==> src/rtl/mem_access.sv <==
// MIPS memory-access stage: req/ack data-memory port, load align/extend, store lane replication, MEM/WB latch.
// Latency 1 cycle for non-memory ops, 2+N for memory ops (N = BUSY cycles before ack); o_stall holds EX/MEM while BUSY.
module mem_access #(
  parameter int NB_REG      = 32,
  parameter int NB_REG_ADDR = 5,
  parameter int NB_WB       = 8,
  parameter int NB_MEM_CTRL = 5
) (
  input  logic                   i_clk,
  input  logic                   i_rst,
  input  logic                   i_valid,
  input  logic [NB_REG-1:0]      i_alu_result,
  input  logic [NB_REG-1:0]      i_store_data,
  input  logic [NB_MEM_CTRL-1:0] i_mem_ctrl,
  input  logic [NB_WB-1:0]       i_wb,
  input  logic [NB_REG-1:0]      i_pc,
  output logic                   o_stall,
  output logic                   o_dmem_req,
  output logic                   o_dmem_we,
  output logic [NB_REG-1:0]      o_dmem_addr,
  output logic [3:0]             o_dmem_be,
  output logic [NB_REG-1:0]      o_dmem_wdata,
  input  logic [NB_REG-1:0]      i_dmem_rdata,
  input  logic                   i_dmem_ack,
  output logic                   o_valid,
  output logic [NB_REG-1:0]      o_reg_wb,
  output logic [NB_REG-1:0]      o_ext_mem_o,
  output logic [NB_WB-1:0]       o_wb,
  output logic [NB_REG-1:0]      o_pc,
  output logic                   o_misaligned
);

  // reg_we sits just above the 2-bit data selector, below reg_dest
  localparam int WB_WE_BIT = NB_WB - NB_REG_ADDR - 1;

  typedef enum logic {IDLE = 1'b0, BUSY = 1'b1} state_t;

  state_t              state_q, state_d;

  logic [NB_REG-1:0]   addr_q, addr_d;
  logic [1:0]          size_q, size_d;
  logic                uns_q, uns_d;
  logic                we_q, we_d;
  logic [NB_REG-1:0]   sdata_q, sdata_d;
  logic [NB_WB-1:0]    wb_q, wb_d;
  logic [NB_REG-1:0]   pc_q, pc_d;

  logic                valid_q, valid_d;
  logic [NB_REG-1:0]   reg_wb_q, reg_wb_d;
  logic [NB_REG-1:0]   ext_q, ext_d;
  logic [NB_WB-1:0]    wbo_q, wbo_d;
  logic [NB_REG-1:0]   pco_q, pco_d;
  logic                misal_q, misal_d;

  logic                in_load, in_store, mem_op, misal;
  logic [1:0]          in_size;
  logic [NB_WB-1:0]    wb_no_we;
  logic [7:0]          byte_sel;
  logic [15:0]         half_sel;
  logic [NB_REG-1:0]   load_ext;

  assign in_load  = i_mem_ctrl[4];
  assign in_store = i_mem_ctrl[3];
  assign in_size  = i_mem_ctrl[2:1];
  assign mem_op   = i_valid & (in_load | in_store);
  assign misal    = ((in_size == 2'b01) & i_alu_result[0]) |
                    (in_size[1] & (|i_alu_result[1:0]));

  always_comb begin
    wb_no_we            = i_wb;
    wb_no_we[WB_WE_BIT] = 1'b0;
  end

  // State register plus all datapath registers
  always_ff @(posedge i_clk) begin
    if (i_rst) begin
      state_q  <= IDLE;
      addr_q   <= '0;
      size_q   <= '0;
      uns_q    <= 1'b0;
      we_q     <= 1'b0;
      sdata_q  <= '0;
      wb_q     <= '0;
      pc_q     <= '0;
      valid_q  <= 1'b0;
      reg_wb_q <= '0;
      ext_q    <= '0;
      wbo_q    <= '0;
      pco_q    <= '0;
      misal_q  <= 1'b0;
    end else begin
      state_q  <= state_d;
      addr_q   <= addr_d;
      size_q   <= size_d;
      uns_q    <= uns_d;
      we_q     <= we_d;
      sdata_q  <= sdata_d;
      wb_q     <= wb_d;
      pc_q     <= pc_d;
      valid_q  <= valid_d;
      reg_wb_q <= reg_wb_d;
      ext_q    <= ext_d;
      wbo_q    <= wbo_d;
      pco_q    <= pco_d;
      misal_q  <= misal_d;
    end
  end

  always_comb begin
    state_d = state_q;
    case (state_q)
      IDLE:    if (mem_op && !misal) state_d = BUSY;
      BUSY:    if (i_dmem_ack)       state_d = IDLE;
      default: state_d = IDLE;
    endcase
  end

  always_comb begin
    addr_d   = addr_q;
    size_d   = size_q;
    uns_d    = uns_q;
    we_d     = we_q;
    sdata_d  = sdata_q;
    wb_d     = wb_q;
    pc_d     = pc_q;
    valid_d  = 1'b0;
    reg_wb_d = reg_wb_q;
    ext_d    = ext_q;
    wbo_d    = wbo_q;
    pco_d    = pco_q;
    misal_d  = 1'b0;
    if (state_q == IDLE) begin
      if (i_valid && !mem_op) begin
        valid_d  = 1'b1;
        reg_wb_d = i_alu_result;
        wbo_d    = i_wb;
        pco_d    = i_pc;
      end else if (mem_op && misal) begin
        // Faulting access retires without touching memory or the register file
        valid_d  = 1'b1;
        reg_wb_d = i_alu_result;
        wbo_d    = wb_no_we;
        pco_d    = i_pc;
        misal_d  = 1'b1;
      end else if (mem_op) begin
        addr_d  = i_alu_result;
        size_d  = in_size;
        uns_d   = i_mem_ctrl[0];
        we_d    = in_store & ~in_load;
        sdata_d = i_store_data;
        wb_d    = i_wb;
        pc_d    = i_pc;
      end
    end else if (i_dmem_ack) begin
      valid_d  = 1'b1;
      reg_wb_d = addr_q;
      ext_d    = we_q ? '0 : load_ext;
      wbo_d    = wb_q;
      pco_d    = pc_q;
    end
  end

  always_comb begin
    byte_sel = i_dmem_rdata[{addr_q[1:0], 3'b000} +: 8];
    half_sel = addr_q[1] ? i_dmem_rdata[31:16] : i_dmem_rdata[15:0];
    case (size_q)
      2'b00:   load_ext = uns_q ? {{(NB_REG-8){1'b0}}, byte_sel}
                                : {{(NB_REG-8){byte_sel[7]}}, byte_sel};
      2'b01:   load_ext = uns_q ? {{(NB_REG-16){1'b0}}, half_sel}
                                : {{(NB_REG-16){half_sel[15]}}, half_sel};
      default: load_ext = i_dmem_rdata;
    endcase
  end

  // Memory port is driven purely from the captured op so it stays stable until ack
  always_comb begin
    o_stall      = 1'b0;
    o_dmem_req   = 1'b0;
    o_dmem_we    = 1'b0;
    o_dmem_addr  = '0;
    o_dmem_be    = 4'b0000;
    o_dmem_wdata = '0;
    if (state_q == BUSY) begin
      o_stall     = 1'b1;
      o_dmem_req  = 1'b1;
      o_dmem_we   = we_q;
      o_dmem_addr = {addr_q[NB_REG-1:2], 2'b00};
      case (size_q)
        2'b00: begin
          o_dmem_be    = 4'b0001 << addr_q[1:0];
          o_dmem_wdata = {4{sdata_q[7:0]}};
        end
        2'b01: begin
          o_dmem_be    = addr_q[1] ? 4'b1100 : 4'b0011;
          o_dmem_wdata = {2{sdata_q[15:0]}};
        end
        default: begin
          o_dmem_be    = 4'b1111;
          o_dmem_wdata = sdata_q;
        end
      endcase
    end
  end

  assign o_valid      = valid_q;
  assign o_reg_wb     = reg_wb_q;
  assign o_ext_mem_o  = ext_q;
  assign o_wb         = wbo_q;
  assign o_pc         = pco_q;
  assign o_misaligned = misal_q;

endmodule
==> config.mk <==
export PLATFORM = sky130hd
export DESIGN_NAME = mem_access
export DESIGN_NICKNAME = d
export VERILOG_FILES = /design/src/rtl/mem_access.sv
export SDC_FILE = /design/constraint.sdc
export NUM_CORES = 1
export LEC_CHECK = 0
export CAP_MARGIN = 40
export CORE_MARGIN = 2
export CORE_UTILIZATION = 50
export CTS_CLUSTER_DIAMETER = 30
export DETAILED_ROUTE_END_ITERATION = 10
export GPL_ROUTABILITY_DRIVEN = 0
export GPL_TIMING_DRIVEN = 0
export PLACE_DENSITY_LB_ADDON = 0.05
export SLEW_MARGIN = 5
export SYNTH_ARGS = -nofsm -noshare
export SYNTH_HDL_FRONTEND = slang
export SYNTH_SLANG_ARGS = --single-unit
==> constraint.sdc <==
create_clock -name i_clk -period 3.4 [get_ports i_clk]
set_input_delay 0.68 -clock i_clk [delete_from_list [all_inputs] [get_ports i_clk]]
set_output_delay 0.68 -clock i_clk [all_outputs]
set_load 0.05 [all_outputs]
==> flow_summary_export.csv <==
group,metric,value,unit
global_routing,grt_pass1_wl,55900,um
synth,yosys_warnings,0,
floorplan,dieArea,20500,um^2
drt,antenna_left,0,
floorplan,core-area,18800,um^2
setup_path,cp.required,2.72,ns
setup_path,worstSetupStartpointType,"flip-flop",
placed_design,portBuffers,318,
synth,synth_area_leaders,"dfxtp_1, nand2_1, a21oi_1",
synth,synth_seq_cells,215,
synth,synth_ff_type,"dfxtp_1",
power_and_ir_drop,p_per_area,584,nW/um^2
layout,post-route-util,0.785,
clock_tree,clk_pin_slew,0.05,ns
synth,synth.distinct_cells,50,
synth,synth_top_cell_area_share,0.445,
floorplan,std_cell_rows,50,
clock_tree,holdBufCountCts,0,
floorplan,chipHeight,143,um
global_routing,antenna_found_initial,5,
clock_tree,clock_latency,0.53,ns
layout,syn_to_final_growth,53.0,%
setup_path,ff2ff_path_depth,5,
sta,slew_headroom,0.359,
clock_tree,cts_buffer_depth,3,
worst_hold_path,whs_path_depth,2,
global_routing,first_global_vias,10600,
synth,synthArstFlopShare,0,
placed_design,dp.cells,1791,
sta,setup_viol,0,
floorplan,boundaryPins,322,
setup_path,crit_path_end_kind,"output pin",
drt,drt_first_pass_iters,6,
synth,syn_area,9670,um^2
sta,hold_viol_final,0,
layout,drive_gt1_frac,0.0832,
drt,vias,11000,
sta,worst_pin_slew,0.957,ns
floorplan,initial_utilization,0.513,
layout,stdcell_count,1874,
layout,multi_input_area,4810,um^2
sta,min_period,3.33,ns
sta,clock_skew,0.0119,ns
global_routing,grt_util_all_layers,0.345,
synth,yosysTopAreaCell,"dfxtp_1",
clock_tree,cts_htree_levels,2,
power_and_ir_drop,ir_drop,0.540,mV
synth,avgSynthCellArea,7.98,um^2
setup_path,criticalPathCategory,"flip-flop to output pin",
drt,drt-total-wl,37000,um
sta,fin_setup_tns,0,ns
layout,final_common_cell,"nand2_1",
synth,seq_area_frac_synth,0.445,
setup_path,worstPathArrival,2.65,ns
layout,seqCellArea,4300,um^2
drt,drc,0,
sta,fmax,300,MHz
clock_tree,clockRootBuffer,"clkbuf_16",
global_routing,grt_max_degree,12,
placed_design,dp_hpwl,25700,um
drt,drtIter0Drc,939,
run_status,outcome,"complete, no violations",
synth,synth_edf_count,0,
layout,fillCellCount,1353,
power_and_ir_drop,cellLeakagePower,5.64,nW
sta,slew_viol_final,0,
drt,wl_per_cell,19.8,um
layout,final_cell_mix,"nand2_1, clkdlybuf4s50_1, dfxtp_1, a21oi_1, clkbuf_1",
drt,via_per_inst,5.86,
run,maxCapViolations,0,
clock_tree,cts_made_buffers,44,
global_routing,grt.overflow.total,0,
power_and_ir_drop,finalPower,0.00864,W
layout,nets,1722,
clock_tree,clock-sinks,215,
sta,rsz0062_at_grt,"no",
synth,netlist_instances,1211,
setup_path,critPathMaxFanout,10,
sta,post-route-period-util,0.981,
worst_hold_path,min_path_type,"flip-flop to flip-flop",
clock_tree,cts_tree,"yes",
floorplan,die_width,143,um
-- worst max-delay path: stages, from the launching register on --
cell           delay, ns
dfxtp_1             0.30
clkbuf_1            0.39
buf_2               0.40
clkbuf_2            0.32
o21a_1              0.17
dlygate4sd2_1       0.55
-- sequential cells by signal (all words and copies together) (netlist names) --
register      count
o_reg_wb         32
o_wb              8
o_valid           1
sdata_q          32
o_pc             32
addr_q           32
size_q            2
state_q           1
wb_q              8
o_ext_mem_o      32
o_misaligned      1
pc_q             32
we_q              1
uns_q             1
-- worst paths after layout --
| kind | endpoint | startpoint | slack, ns |
|---|---|---|---|
| setup / recovery | o_dmem_be[1] | size_q[1] | 0.07 |
| hold / removal | o_ext_mem_o[5] | o_ext_mem_o[5] | 0.45 |
| setup reg to reg | sdata_q[29] | state_q | 1.01 |
| hold reg to reg | o_ext_mem_o[5] | o_ext_mem_o[5] | 0.45 |
-- kinds of logic (layout without fill, tap and decap cells) --
kind of cell,after synthesis,after routing,synth area share
compound gates,345,345,0.246
buf+inv,130,528,0.0570
flops,215,215,0.445
mux,18,18,0.0192
other cells,1,6,0.000388
simple gates,502,502,0.232
-- power by group --
part	internal [W]	leakage, nW	switching (W)
logic	0.000487	3.12	0.000859
clock network	0.00312	0.762	0.00139
registers	0.00267	1.75	0.000109
total	0.00628	5.64	0.00236
-- what timing repair did --
item                                    4_1_cts  5_1_grt
cloned                                        0        0
resized for setup                            30       29
endpoints found under the setup margin       21       36
pin swaps                                     0        0
setup buffers                                 0        0
-- layout make-up --
cell class,count,area share
diodes,4,0.000677
plain buffers,120,0.0351
flip-flops and latches,215,0.291
repair buffers,319,0.218
multi-input cells,867,0.326
clock inverters,24,0.0229
inverters,10,0.00254
well taps,260,0.0220
clock buffers,55,0.0821
-- stage by stage --
| stage | hold WS [ns] | cell area (um^2) | setup WS, ns |
|---|---|---|---|
| 6_report | 0.450 | 14800 | 0.0651 |
| 5_1_grt | 0.469 | 14800 | 0.0127 |
| 4_1_cts | 0.452 | 14700 | 0.00409 |
| 3_5_place_dp | 0.442 | 13200 | 0.197 |
| 3_3_place_gp | 0.434 | 13200 | 0.203 |
| 2_1_floorplan | 0.436 | 9670 | 0.505 |
-- layer usage --
| layer | GRT usage | vias up | part of all wire |
|---|---|---|---|
| met1 | 0.409 | 5160 | 0.38 |
| met4 | 0.166 | 2 | 0.046 |
| met5 | 0 | - | 0.00035 |
| met3 | 0.0845 | 121 | 0.098 |
| met2 | 0.587 | 625 | 0.48 |
| li1 | - | 5065 | - |
-- synthesized netlist by cell type (8+ instances only) --
| cell | count |
|---|---|
| nand2_1 | 317 |
| dfxtp_1 | 215 |
| a21oi_1 | 129 |
| clkbuf_1 | 81 |
| nand3_1 | 79 |
| a22oi_1 | 78 |
| o221ai_1 | 71 |
| and2_1 | 40 |
| buf_2 | 26 |
| o21ai_0 | 23 |
| nor2_1 | 17 |
| mux2i_1 | 16 |
| nor2b_1 | 14 |
| inv_1 | 10 |
| or3_1 | 10 |
| a221o_1 | 8 |
| a221o_2 | 8 |
Power figures use the tool's default switching activity.
